<file path="config.mk">
export PLATFORM = sky130hd
export DESIGN_NAME = iir_sos_tdm
export DESIGN_NICKNAME = d
export VERILOG_FILES = /design/src/rtl/iir_pkg.sv /design/src/rtl/iir_mac_sat.sv /design/src/rtl/iir_sos_tdm.sv
export SDC_FILE = /design/constraint.sdc
export NUM_CORES = 2
export LEC_CHECK = 0
export CELL_PAD_IN_SITES_DETAIL_PLACEMENT = 2
export CELL_PAD_IN_SITES_GLOBAL_PLACEMENT = 2
export CORE_MARGIN = 2
export CORE_UTILIZATION = 44
export CTS_CLUSTER_DIAMETER = 40
export DETAILED_ROUTE_END_ITERATION = 8
export PLACE_DENSITY_LB_ADDON = 0.15
export SETUP_SLACK_MARGIN = 0.15
export SLEW_MARGIN = 25
export SYNTH_ARGS = -nofsm -noshare
export SYNTH_HDL_FRONTEND = slang
export SYNTH_SLANG_ARGS = --single-unit
export TNS_END_PERCENT = 5
</file>
<file path="constraint.sdc">
create_clock -name clk -period 15.67 [get_ports clk]
set_clock_uncertainty 0.05 [all_clocks]
set_input_delay 3.134 -clock clk [delete_from_list [all_inputs] [get_ports clk]]
set_output_delay 3.134 -clock clk [all_outputs]
set_load 0.02 [all_outputs]
</file>
<file path="src/rtl/iir_pkg.sv">
// Shared types, tap indices and the fixed-point saturation helper for the
// time-multiplexed biquad cascade.
package iir_pkg;

    typedef enum logic [1:0] {IDLE, MAC, SEC_END, OUT} state_t;

    localparam logic [2:0] TAP_B0 = 3'd0;
    localparam logic [2:0] TAP_B1 = 3'd1;
    localparam logic [2:0] TAP_B2 = 3'd2;
    localparam logic [2:0] TAP_A1 = 3'd3;
    localparam logic [2:0] TAP_A2 = 3'd4;
    localparam int TAPS_PER_SEC = 5;

    localparam int FRAC_DEFAULT = 16;

    // Widest sample width the helper supports; narrower accumulators are
    // sign-extended into it by the caller.
    localparam int SAT_MAX_W = 64;
    localparam int SAT_ACC_W = 2 * SAT_MAX_W + 3;

    function automatic logic signed [SAT_MAX_W-1:0] sat(
        input logic signed [SAT_ACC_W-1:0] acc,
        input int bitwidth,
        input int frac
    );
        logic signed [SAT_ACC_W-1:0] sh;
        logic signed [SAT_ACC_W-1:0] hi;
        logic signed [SAT_ACC_W-1:0] lo;
        sh = acc >>> frac;
        hi = (SAT_ACC_W'(1) <<< (bitwidth - 1)) - SAT_ACC_W'(1);
        lo = ~hi;
        if (sh > hi) begin
            return SAT_MAX_W'(hi);
        end else if (sh < lo) begin
            return SAT_MAX_W'(lo);
        end else begin
            return SAT_MAX_W'(sh);
        end
    endfunction

endpackage

</file>
<file path="src/rtl/iir_mac_sat.sv">
// Shared multiply-accumulate unit: one signed product per cycle, added or
// subtracted into a guard-bit accumulator, with a saturated Q-format result.
module iir_mac_sat
    import iir_pkg::*;
#(
    parameter int BITWIDTH = 32,
    parameter int FRAC     = FRAC_DEFAULT
) (
    input  logic                       clk,
    input  logic                       acc_clr,
    input  logic                       acc_en,
    input  logic                       sub,
    input  logic signed [BITWIDTH-1:0] coef,
    input  logic signed [BITWIDTH-1:0] data,
    output logic signed [BITWIDTH-1:0] res,
    output logic                       ovf_pulse
);

    localparam int PW    = 2 * BITWIDTH;
    localparam int ACC_W = PW + 3;

    logic signed [PW-1:0]    prod_p0;
    logic signed [ACC_W-1:0] acc_p1;
    logic signed [ACC_W-1:0] sh_p1;

    assign prod_p0 = PW'(coef) * PW'(data);

    // p0 -> p1: accumulate; three guard bits cover five full-scale products
    always_ff @(posedge clk) begin
        if (acc_clr) begin
            acc_p1 <= '0;
        end else if (acc_en) begin
            acc_p1 <= sub ? acc_p1 - ACC_W'(prod_p0) : acc_p1 + ACC_W'(prod_p0);
        end
    end

    assign res       = BITWIDTH'(sat(SAT_ACC_W'(acc_p1), BITWIDTH, FRAC));
    assign sh_p1     = acc_p1 >>> FRAC;
    assign ovf_pulse = (sh_p1 != ACC_W'(res));

endmodule

</file>
<file path="src/rtl/iir_sos_tdm.sv">
// Direct Form I biquad cascade sharing one MAC across all sections and taps,
// with loadable coefficients, valid/ready handshakes and sticky saturation.
module iir_sos_tdm
    import iir_pkg::*;
#(
    parameter  int N        = 4,
    parameter  int BITWIDTH = 32,
    parameter  int FRAC     = FRAC_DEFAULT,
    localparam int SECTIONS = (N + 1) / 2,
    localparam int AW       = $clog2(TAPS_PER_SEC * SECTIONS)
) (
    input  logic                       clk,
    input  logic                       rst,
    input  logic                       clr,
    input  logic                       in_valid,
    output logic                       in_ready,
    input  logic signed [BITWIDTH-1:0] x,
    output logic                       out_valid,
    input  logic                       out_ready,
    output logic signed [BITWIDTH-1:0] y,
    input  logic                       coef_we,
    input  logic [AW-1:0]              coef_addr,
    input  logic signed [BITWIDTH-1:0] coef_data,
    output logic                       coef_ready,
    output logic                       ovf
);

    localparam int NCOEF = TAPS_PER_SEC * SECTIONS;
    localparam int SW    = (SECTIONS > 1) ? $clog2(SECTIONS) : 1;
    localparam logic [SW-1:0] LAST_SEC = SW'(SECTIONS - 1);
    localparam logic signed [BITWIDTH-1:0] ONE = BITWIDTH'(1) <<< FRAC;

    state_t                     state;
    logic [SW-1:0]              sec;
    logic [2:0]                 tap;
    logic signed [BITWIDTH-1:0] cur;
    logic signed [BITWIDTH-1:0] coef [NCOEF];
    logic signed [BITWIDTH-1:0] x1 [SECTIONS];
    logic signed [BITWIDTH-1:0] x2 [SECTIONS];
    logic signed [BITWIDTH-1:0] y1 [SECTIONS];
    logic signed [BITWIDTH-1:0] y2 [SECTIONS];

    logic [AW-1:0]              caddr;
    logic signed [BITWIDTH-1:0] opd;
    logic signed [BITWIDTH-1:0] res;
    logic                       ovf_pulse;
    logic                       acc_clr;
    logic                       acc_en;
    logic                       sub;

    assign caddr = AW'(int'(sec) * TAPS_PER_SEC + int'(tap));

    always_comb begin
        opd = cur;
        case (tap)
            TAP_B1:  opd = x1[sec];
            TAP_B2:  opd = x2[sec];
            TAP_A1:  opd = y1[sec];
            TAP_A2:  opd = y2[sec];
            default: opd = cur;
        endcase
    end

    assign acc_clr    = ((state == IDLE) && in_valid) || (state == SEC_END);
    assign acc_en     = (state == MAC);
    assign sub        = (tap >= TAP_A1);
    assign in_ready   = (state == IDLE);
    assign coef_ready = (state == IDLE);

    iir_mac_sat #(
        .BITWIDTH (BITWIDTH),
        .FRAC     (FRAC)
    ) u_mac (
        .clk       (clk),
        .acc_clr   (acc_clr),
        .acc_en    (acc_en),
        .sub       (sub),
        .coef      (coef[caddr]),
        .data      (opd),
        .res       (res),
        .ovf_pulse (ovf_pulse)
    );

    always_ff @(posedge clk) begin
        if (!rst) begin
            state     <= IDLE;
            sec       <= '0;
            tap       <= '0;
            cur       <= '0;
            y         <= '0;
            out_valid <= 1'b0;
            ovf       <= 1'b0;
            // Default coefficients make every section a unity passthrough
            for (int i = 0; i < NCOEF; i++) begin
                coef[i] <= ((i % TAPS_PER_SEC) == 0) ? ONE : '0;
            end
            for (int s = 0; s < SECTIONS; s++) begin
                x1[s] <= '0;
                x2[s] <= '0;
                y1[s] <= '0;
                y2[s] <= '0;
            end
        end else if (clr) begin
            state     <= IDLE;
            out_valid <= 1'b0;
            ovf       <= 1'b0;
            for (int s = 0; s < SECTIONS; s++) begin
                x1[s] <= '0;
                x2[s] <= '0;
                y1[s] <= '0;
                y2[s] <= '0;
            end
        end else begin
            case (state)
                IDLE: begin
                    if (coef_we && (int'(coef_addr) < NCOEF)) begin
                        coef[coef_addr] <= coef_data;
                    end
                    if (in_valid) begin
                        cur   <= x;
                        sec   <= '0;
                        tap   <= TAP_B0;
                        state <= MAC;
                    end
                end
                MAC: begin
                    if (tap == TAP_A2) begin
                        state <= SEC_END;
                    end else begin
                        tap <= tap + 3'd1;
                    end
                end
                SEC_END: begin
                    x2[sec] <= x1[sec];
                    x1[sec] <= cur;
                    y2[sec] <= y1[sec];
                    y1[sec] <= res;
                    cur     <= res;
                    if (ovf_pulse) begin
                        ovf <= 1'b1;
                    end
                    if (sec == LAST_SEC) begin
                        y         <= res;
                        out_valid <= 1'b1;
                        state     <= OUT;
                    end else begin
                        sec   <= sec + SW'(1);
                        tap   <= TAP_B0;
                        state <= MAC;
                    end
                end
                OUT: begin
                    if (out_ready) begin
                        out_valid <= 1'b0;
                        state     <= IDLE;
                    end
                end
                default: state <= IDLE;
            endcase
        end
    end

endmodule

</file>
==> run metrics <==
share of layout cells above drive strength 1 9.519%; Final Slew Violations 0; Power Density 181.7 mW/mm2; CTS Buffer Depth 3; Clock transition at path regs 50 ps; TritonCTS clock tree yes; largest net degree at the start of global routing 84; # DRC 0; synth warn 0; fmax 0.06631 GHz; Worst Hold Launch y[10]; Placed Area 0.08436 mm2; Main synth FF type edfxtp_1; Critical Path Stages 45; Post-synth EDFFs 768; H-tree levels 4; synth unique cells 107; Crit. Startpoint tap[0]; TritonCTS Sinks 908; # fillers 17.93k; Leakage 37.82 nW; GRT Overall Usage 35.83%; GP Congestion 0.9077; Cells after Synth 7524; Worst Path Required 16280 ps; IO Pins 110; wire per inst 31.50 um; DIE AREA 0.1827 mm2; Worst R2R Path Depth 45; Detail Placement HPWL 232900 um; Starting Density 44.25%; CP endpoint kind flop; Critical Path AT 15690 ps; critical-path maximum fanout 45; Worst Hold Class flop to flop; router iterations before antenna repair 5; Final nets 9217; largest delay contributor family on the critical path adder cells; CTS Buf Count 150; grt total ovfl 0; clk_lat worst skew 820 ps; Avg Vias per Cell 5.904; crit start category flop; I/O Buffers 109; Final Hold Vio Count 0; hold buffers post-CTS 0; # rows 155; CP peak stage delay 900 ps; asr flop ratio synth 0%; fin crit share 96.24%; maximum VDD drop 0.1711 mV; most common cell after layout, fill and taps aside fa_1; Setup TNS Final 0 ps; RSZ-0062 raised after global routing yes; # Max-Cap Violations 0; Die Ht 427.4 um; outcome finished, final reports clean; Chip Width 427.4 um; Post-Syn Area 0.07887 mm2; Setup CP Type flop to flop; most frequent cell on the critical path fa_1; synthesis-stage register bit count 908; initial antenna violation count 9; max_slew headroom 22.13%; first-pass GRT wire length 478400 um; initial drt markers 4435; Crit Reg-Reg Startpoint tap[0]; Avg Cell Area, Syn 10.48 um2; Final Instance Area 0.08986 mm2; post-route minimum period 15080 ps; Cells on Worst Hold Path 1; # setup viols final 0; CTS root buffer clkbuf_16; Buf+Inv Stages, Crit Path 7; worst slew pin tran 1165 ps; DR vias 60.68k; Worst path slowest cell o21a_1; Core ar. 0.1782 mm2; most frequent cells in the layout fa_1 (1082), nor2_1 (1074), inv_1 (1014); Routed WL 323700 um; Final ANT Viol Nets 0; number of global-route vias before repair 71.20k; Syn-to-layout area delta 13.94%; sequential fraction of the synthesis area 32.79%
-- cells by family (layout without fill, tap and decap cells) --
logic type,Yosys count,after routing,synth area share (%)
AO/OA/AOI/OAI,948,949,7.846
other,1,194,0.004755
flip-flops,908,908,32.79
AND/OR/NAND/NOR,2509,2510,14.07
XOR/XNOR,156,156,1.732
multiplexers,238,238,5.135
adder cells (fa/ha/maj),1343,1343,31.61
buffers and inverters,1421,1625,6.807
-- through the flow --
stage | power (W) | std cells | utilization [%] | worst slack [ps] | hold WS (ps)
2_1_floorplan | 0.009544 | 7715 | - | 2525 | 381.5
3_3_place_gp | 0.01203 | 9982 | 47.28 | 352.2 | 383.7
3_5_place_dp | 0.01254 | 9986 | 47.33 | 423.7 | 394.2
4_1_cts | 0.01622 | 10260 | 50.29 | 204.0 | 418.1
5_1_grt | 0.01733 | 10280 | 50.42 | 108.6 | 434.4
6_report | 0.01633 | 10280 | 50.42 | 588.4 | 415.2
-- registers in the layout (all words and copies together) (netlist names), named ones only --
signal        count
ovf               1
x1               64
tap               3
cur              32
sec               1
x2               64
state             2
y1               64
y2               64
coef            512
y                32
u_mac.acc_p1     67
out_valid         1
-- layer usage --
metal / up-vias / wire (um) / GRT usage (%)
li1: 25020 / - / -
met1: 32470 / 119200 / 41.34
met2: 2276 / 165000 / 62.93
met3: 916 / 17360 / 5.476
met4: 8 / 22130 / 21.17
met5: - / 69 / 0
-- worst paths after layout --
check,slack (ps),end
worst max register to register,590,u_mac.acc_p1[63]
worst min-delay path,420,y[10]
worst max-delay path,590,u_mac.acc_p1[63]
worst min register to register,420,y[10]
-- final cells by class --
type                       instances  area [um2]  share of cell area [%]
timing repair buffer             337        3045                   3.389
clock buffer                     170        3901                   4.341
antenna                            2       5.005                0.005569
sequential                       908       25870                   28.79
clock inverter                   103        1369                   1.523
tap                             2355        2947                   3.279
multi-input combinational       5388       48910                   54.43
inverter                        1015        3814                   4.244
-- synth_stat cells, drive strengths merged, types with 29 or more instances --
master | count | area [um2]
nor2 | 1081 | 4063
a21oi | 261 | 1310
o22ai | 31 | 193.9
xnor2 | 91 | 797.0
nand2b | 113 | 706.9
nand2 | 789 | 2962
a211oi | 52 | 390.4
a21o | 93 | 698.2
or2 | 35 | 219.0
clkbuf | 350 | 1314
buf | 56 | 245.2
ha | 260 | 3253
nor3 | 48 | 255.3
mux2i | 102 | 1021
nor2b | 96 | 608.1
o21ai | 191 | 959.7
or3 | 30 | 187.7
a31oi | 32 | 200.2
nand3 | 67 | 335.3
o31ai | 29 | 231.5
fa | 1083 | 21680
xor2 | 65 | 569.3
mux4 | 133 | 2995
edfxtp | 768 | 23060
dfxtp | 140 | 2803
nand4 | 43 | 281.5
and2 | 120 | 752.0
o21a | 53 | 397.9
inv | 1015 | 3810
-- power breakdown --
part / total (W) / switching [W] / internal (W)
combinational: 0.00991 / 0.00640 / 0.00351
sequential: 0.00287 / 0.000110 / 0.00276
clock: 0.00355 / 0.00136 / 0.00219
total: 0.0163 / 0.00787 / 0.00846
-- repair_timing --
| action | in CTS | in global routing |
|---|---|---|
| setup buffers | 0 | 15 |
| resized for setup | 0 | 14 |
| setup endpoints to repair | 0 | 8 |
Note: power is estimated with default switching activity, not from simulation.
